==> src/rtl/sar_fe_pkg.sv <==
`default_nettype none
// ============================================================================
// Module      : sar_fe_pkg
// Description : Shared definitions for the SAR front-end emulator: FSM state
//               encoding, default code width / comparator latency, and the
//               noise LFSR seed and tap mask.
// Revision    : 1.0 - initial release
// ============================================================================
package sar_fe_pkg;

    localparam int c_default_width   = 4;
    localparam int c_default_cmp_lat = 1;

    // 8-bit Fibonacci LFSR, taps 8,6,5,4 -> bit positions 7,5,4,3
    localparam logic [7:0] c_lfsr_seed = 8'hA5;
    localparam logic [7:0] c_lfsr_taps = 8'hB8;

    typedef enum logic [1:0] {
        ST_IDLE  = 2'd0,
        ST_HOLD  = 2'd1,
        ST_CHECK = 2'd2
    } state_t;

endpackage
`default_nettype wire

==> src/rtl/sar_fe_cmp_pipe.sv <==
`default_nettype none
// ============================================================================
// Module      : sar_fe_cmp_pipe
// Description : Comparator latency line. Delays the raw compare bit by exactly
//               CMP_LAT clock cycles; a synchronous flush zeroes every stage.
// Ports       : clk   - clock
//               reset - asynchronous active-high reset
//               flush - clears all stages on the next rising edge
//               din   - raw compare bit
//               dout  - compare bit delayed by CMP_LAT cycles
// Revision    : 1.0 - initial release
// ============================================================================
module sar_fe_cmp_pipe #(
    parameter int CMP_LAT = 1
) (
    input  logic clk,
    input  logic reset,
    input  logic flush,
    input  logic din,
    output logic dout
);

    logic [CMP_LAT-1:0] r_pipe;

    generate
        if (CMP_LAT == 1) begin : g_single
            always_ff @(posedge clk or posedge reset) begin
                if (reset) begin
                    r_pipe <= '0;
                end else if (flush) begin
                    r_pipe <= '0;
                end else begin
                    r_pipe <= din;
                end
            end
        end else begin : g_multi
            always_ff @(posedge clk or posedge reset) begin
                if (reset) begin
                    r_pipe <= '0;
                end else if (flush) begin
                    r_pipe <= '0;
                end else begin
                    r_pipe <= {r_pipe[CMP_LAT-2:0], din};
                end
            end
        end
    endgenerate

    assign dout = r_pipe[CMP_LAT-1];

endmodule
`default_nettype wire

==> src/rtl/sar_frontend_emu.sv <==
`default_nettype none
// ============================================================================
// Module      : sar_frontend_emu
// Description : Digital emulation of a SAR ADC analog front end: sample-and-
//               hold of vin, a latency-modelled comparator feeding the SAR,
//               and a final-code check with sticky error and a saturating
//               conversion counter.
// Ports       : clk        - clock, all state changes on rising edge
//               reset      - asynchronous active-high reset
//               vin        - digital stand-in for the analog input
//               sample     - one-cycle sample-and-hold request
//               dac_code   - SAR trial code
//               conv_done  - SAR end-of-conversion strobe
//               d          - comparator decision (1 = held >= dac_code)
//               held       - currently held sample
//               busy       - high while HOLD or CHECK
//               result_ok  - one-cycle pulse on accepted final code
//               err        - sticky flag on rejected final code
//               conv_count - completed conversions, saturating at 255
// Config      : SAR_FE_NOISE_EN - when defined, an LFSR dithers the compare
//               threshold by +1 and CHECK accepts codes within +/-1 of held.
//               CMP_LAT is legal in the range 1..3.
// Revision    : 1.0 - initial release
// ============================================================================
module sar_frontend_emu
    import sar_fe_pkg::*;
#(
    parameter int WIDTH   = c_default_width,
    parameter int CMP_LAT = c_default_cmp_lat
) (
    input  logic             clk,
    input  logic             reset,
    input  logic [WIDTH-1:0] vin,
    input  logic             sample,
    input  logic [WIDTH-1:0] dac_code,
    input  logic             conv_done,
    output logic             d,
    output logic [WIDTH-1:0] held,
    output logic             busy,
    output logic             result_ok,
    output logic             err,
    output logic [7:0]       conv_count
);

    state_t           r_state;
    state_t           w_next_state;
    logic             w_busy;
    logic [WIDTH-1:0] r_held;
    logic             r_result_ok;
    logic             r_err;
    logic [7:0]       r_conv_count;

    logic [WIDTH-1:0] w_threshold;
    logic             w_accept;
    logic             w_cmp_raw;
    logic             w_flush;
    logic             w_pipe_out;

`ifdef SAR_FE_NOISE_EN
    logic [7:0]       r_lfsr;
    logic [WIDTH-1:0] w_diff;

    always_ff @(posedge clk or posedge reset) begin
        if (reset) begin
            r_lfsr <= c_lfsr_seed;
        end else if (r_state == ST_HOLD) begin
            r_lfsr <= {r_lfsr[6:0], ^(r_lfsr & c_lfsr_taps)};
        end
    end

    always_comb begin
        w_threshold = r_held;
        // Dither up by one, but never wrap past all-ones
        if (r_lfsr[0] && (r_held != '1)) begin
            w_threshold = r_held + WIDTH'(1);
        end
        w_diff   = (dac_code >= r_held) ? (dac_code - r_held) : (r_held - dac_code);
        w_accept = (w_diff <= WIDTH'(1));
    end
`else
    always_comb begin
        w_threshold = r_held;
        w_accept    = (dac_code == r_held);
    end
`endif

    assign w_cmp_raw = (w_threshold >= dac_code);
    assign w_flush   = (r_state == ST_IDLE);

    sar_fe_cmp_pipe #(
        .CMP_LAT (CMP_LAT)
    ) u_cmp_pipe (
        .clk   (clk),
        .reset (reset),
        .flush (w_flush),
        .din   (w_cmp_raw),
        .dout  (w_pipe_out)
    );

    // FSM state register
    always_ff @(posedge clk or posedge reset) begin
        if (reset) begin
            r_state <= ST_IDLE;
        end else begin
            r_state <= w_next_state;
        end
    end

    // Next state; conv_done has priority over sample because sample is
    // simply not looked at outside IDLE.
    always_comb begin
        w_next_state = r_state;
        w_busy       = 1'b0;
        case (r_state)
            ST_IDLE: begin
                if (sample) begin
                    w_next_state = ST_HOLD;
                end
            end
            ST_HOLD: begin
                w_busy = 1'b1;
                if (conv_done) begin
                    w_next_state = ST_CHECK;
                end
            end
            ST_CHECK: begin
                w_busy       = 1'b1;
                w_next_state = ST_IDLE;
            end
            default: begin
                w_next_state = ST_IDLE;
            end
        endcase
    end

    // Sample-and-hold, final-code check and conversion bookkeeping
    always_ff @(posedge clk or posedge reset) begin
        if (reset) begin
            r_held       <= '0;
            r_result_ok  <= 1'b0;
            r_err        <= 1'b0;
            r_conv_count <= 8'd0;
        end else begin
            r_result_ok <= 1'b0;
            if ((r_state == ST_IDLE) && sample) begin
                r_held <= vin;
            end
            if (r_state == ST_CHECK) begin
                r_result_ok <= w_accept;
                if (!w_accept) begin
                    r_err <= 1'b1;
                end
                if (r_conv_count != 8'hFF) begin
                    r_conv_count <= r_conv_count + 8'd1;
                end
            end
        end
    end

    // The pipeline is only flushed on the edge that leaves IDLE-time, so the
    // first IDLE cycle after CHECK can still hold stale stages; mask them.
    assign d          = (r_state == ST_IDLE) ? 1'b0 : w_pipe_out;
    assign held       = r_held;
    assign busy       = w_busy;
    assign result_ok  = r_result_ok;
    assign err        = r_err;
    assign conv_count = r_conv_count;

endmodule
`default_nettype wire

==> config.mk <==
export PLATFORM = sky130hd
export DESIGN_NAME = sar_frontend_emu
export DESIGN_NICKNAME = d
export VERILOG_FILES = /design/src/rtl/sar_fe_pkg.sv /design/src/rtl/sar_fe_cmp_pipe.sv /design/src/rtl/sar_frontend_emu.sv
export SDC_FILE = /design/constraint.sdc
export NUM_CORES = 1
export LEC_CHECK = 0
export ABC_AREA = 1
export CAP_MARGIN = 10
export CORE_MARGIN = 3
export CORE_UTILIZATION = 50
export DETAILED_ROUTE_END_ITERATION = 12
export PLACE_DENSITY = 0.93
export REMOVE_ABC_BUFFERS = 1
export SYNTH_ARGS = -nofsm -noshare
export SYNTH_HDL_FRONTEND = slang
export SYNTH_SLANG_ARGS = --single-unit
==> constraint.sdc <==
create_clock -name clk -period 2.2 [get_ports clk]
set_clock_uncertainty 0.15 [all_clocks]
set_input_delay 0.66 -clock clk [delete_from_list [all_inputs] [get_ports clk]]
set_output_delay 0.66 -clock clk [all_outputs]
set_load 0.01 [all_outputs]
==> flow_summary.ini, run 1 <==
[status]
status = complete, no violations

[critical_path]
path_cells = clkdlybuf4s50_1
timing.rr.start = r_state[0]$_DFFE_PP0P_
crit_slowest_cell = clkdlybuf4s50_1
cp_max_fo = 6
critPathArrivalTime_ns = 1.33
path_delay_family = buffers and inverters
critical_path_required_ns = 1.39
rrSetupSlack_ns = 0.52
critPathKind = reg2out
endpoint_kind = output port
critPathBufInv = 1
reg2regPathDepth = 8
critPathLaunchType = flip-flop
r2r_end = conv_count[3]$_DFFE_PP0P_
cp_slowest_stage_delay_ns = 0.58

[worst_hold_path]
holdPathEnd = err$_DFFE_PP0P_
min_from = err$_DFFE_PP0P_
hold_class = reg2reg
holdPathStages = 1

[route]
routedWlPerCell_um = 11.7
via_count = 875
drt-total-wl_um = 2050
ant_nets = 0
dr.first_iter.drc_count = 9
drc = 0
vias_per_cell = 5.00
firstDrtPassIters = 3

[timing]
setup_tns_ns = 0
fmax_mhz = 468
slew_viol_final = 0
rsz0062_at_grt = no
final.min_clock_period_ns = 2.14
hold_viol_final = 0
slew_headroom_pct = 74.2
worstMarginPinSlew_ns = 0.386
fin_crit_sh_pct = 97.2
setup_viol = 0

[logic_synthesis]
synth_area_mm2 = 0.00100
ys_seq_area_share_pct = 42.4
synth_edf_count = 0
synthCells = 114
synth_warnings = 0
ys_ff_latch = 17
async_flop_share_pct = 100
ys_types = 22
post_synth.cell_area_avg_um2 = 8.80
synth_ff_type = dfrtp_1

[die]
die_w_um = 50.8
io_pins = 28
row_count = 15
die_area_mm2 = 0.00258
initial_core_util_pct = 55.7
die_height_um = 50.8
coreArea_mm2 = 0.00180

[power]
p_total_mw = 1.56
switching_share_pct = 40.2
p_seq_share_pct = 34.7
p_comb_share_pct = 54.9
p_clk_share_pct = 10.4
power_density_mw_per_mm2 = 1140
internal_power_mw = 0.934
switchingPower_mw = 0.627
leakagePower_nw = 0.669
ir_drop_mv = 0.774

[clock_network]
cts_sinks = 17
htreeDepth = 1
numCtsBuffers = 3
hold_buffers = 0
clockBufferDepth = 2
clockRootBuffer = clkbuf_4
insertion_delay_ns = 0.28
clk_pin_slew_ns = 0.09
cts_tree = yes

[layout]
syn2layout_area_growth_pct = 35.9
drive_gt1_share_pct = 16.7
diodes = 0
nets = 173

[global_routing]
grt.total_usage_pct = 19.1
grt_max_degree = 18
grt_pass1_wl_um = 3690
grt_pass1_vias = 934
antenna_found_initial = 0
grt_overflow = 0

[place]
numPortBuffers = 27
gp_congestion = 0.760
hpwl_um = 1720

[run]
maxCapViolations = 0
-- flip-flops by register name, indices dropped and copies added (netlist names) --
signal           cells
held                 4
conv_count           8
u_cmp_pipe.dout      1
r_state              2
err                  1
result_ok            1
-- power by group through the flow --
stage | Combinational (mW) | Sequential [mW] | Clock (mW)
6_report | 0.857 | 0.542 | 0.163
5_1_grt | 0.955 | 0.564 | 0.183
4_1_cts | 0.839 | 0.541 | 0.167
3_5_place_dp | 0.853 | 0.547 | 0
3_3_place_gp | 0.802 | 0.536 | 0
2_1_floorplan | 0.450 | 0.562 | 0
-- worst max path at each step --
stage | from | end | slack, ns | depth (start not counted)
3_3_place_gp | r_state[0]$_DFFE_PP0P_ | d | 0.10 | 4
4_1_cts | r_state[0]$_DFFE_PP0P_ | d | 0.02 | 4
5_1_grt | conv_count[2]$_DFFE_PP0P_ | conv_count[2] | 0.003 | 1
6_report | conv_count[2]$_DFFE_PP0P_ | conv_count[2] | 0.06 | 1
2_1_floorplan | r_state[0]$_DFFE_PP0P_ | d | 0.55 | 3
3_5_place_dp | dac_code[3] | u_cmp_pipe.dout$_DFF_PP0_ | 0.07 | 7
-- layout make-up --
cell class,instances,area (um2)
multi-input combinational,77,500
fill,135,438
sequential,17,427
timing repair buffer,32,302
inverter,20,77.6
tap,25,31.3
clock buffer,4,26.3
-- cell families after synthesis --
family | after synthesis | share of synthesized area [%]
muxes | 3 | 3.37
buffers and inverters | 20 | 7.73
xor gates and xnor gates | 2 | 1.75
and+or+nand+nor | 52 | 25.7
AOI/OAI and AO/OA | 10 | 6.61
DFF | 17 | 42.4
adders and majority gates | 10 | 12.5
-- Yosys cell counts (2+ instances only) --
library cell  number  area, um2
nor2_4             2       22.5
o21bai_1           2       15.0
nor3_1             3       15.0
nand2_1           26       97.6
mux2_2             3       33.8
nor2_1             9       33.8
o21a_1             2       15.0
nand3_1            4       20.0
xnor2_1            2       17.5
a21oi_1            3       15.0
dfrtp_1           17        425
ha_1              10        125
inv_1             19       71.3
nand2_2            4       25.0
-- through the flow --
step | utilization, % | area, um2 | worst slack (ns) | cells | hold WS [ns]
2_1_floorplan | - | 1000 | 0.546 | 114 | 0.363
3_3_place_gp | 73.7 | 1330 | 0.104 | 169 | 0.332
3_5_place_dp | 73.7 | 1330 | 0.0680 | 169 | 0.332
4_1_cts | 75.0 | 1350 | 0.0210 | 173 | 0.357
5_1_grt | 75.7 | 1360 | 0.00302 | 175 | 0.384
6_report | 75.7 | 1360 | 0.0620 | 175 | 0.346
-- metal layers --
metal	part of all wire, %	track usage, %	vias up	routed length, um
li1	-	-	428	-
met1	40	20.5	406	829
met2	50	33.5	33	1030
met3	6.4	5.34	8	131
met4	2.7	10.3	0	56
met5	0	0	-	0
-- placed cells by master, fill, tap and decap left out, types with 2 or more instances in the layout --
cell type	Yosys	routed
nand2_1	26	26
nor3_1	3	3
nand2_2	4	4
nand3_1	4	4
buf_4	0	5
inv_1	19	18
o21a_1	2	2
dfrtp_1	17	16
o21bai_1	2	2
nor2_1	9	9
clkdlybuf4s50_1	0	25
xnor2_1	2	2
a21oi_1	3	3
ha_1	10	10
mux2_2	3	3
nor2_4	2	2
clkbuf_4	0	3
-- what timing repair did --
action,CTS,global route
endpoints found under the setup margin,2,3
resized for setup,2,4
buffers inserted,0,2
gates cloned,0,0
Note: power is estimated with default switching activity, not from simulation.
==> run 2: changes to the inputs <==
- HOLD_SLACK_MARGIN: unset -> 0.05
==> results of run 2 <==
Final layout, timing and power as in run 1 (identical DEF).
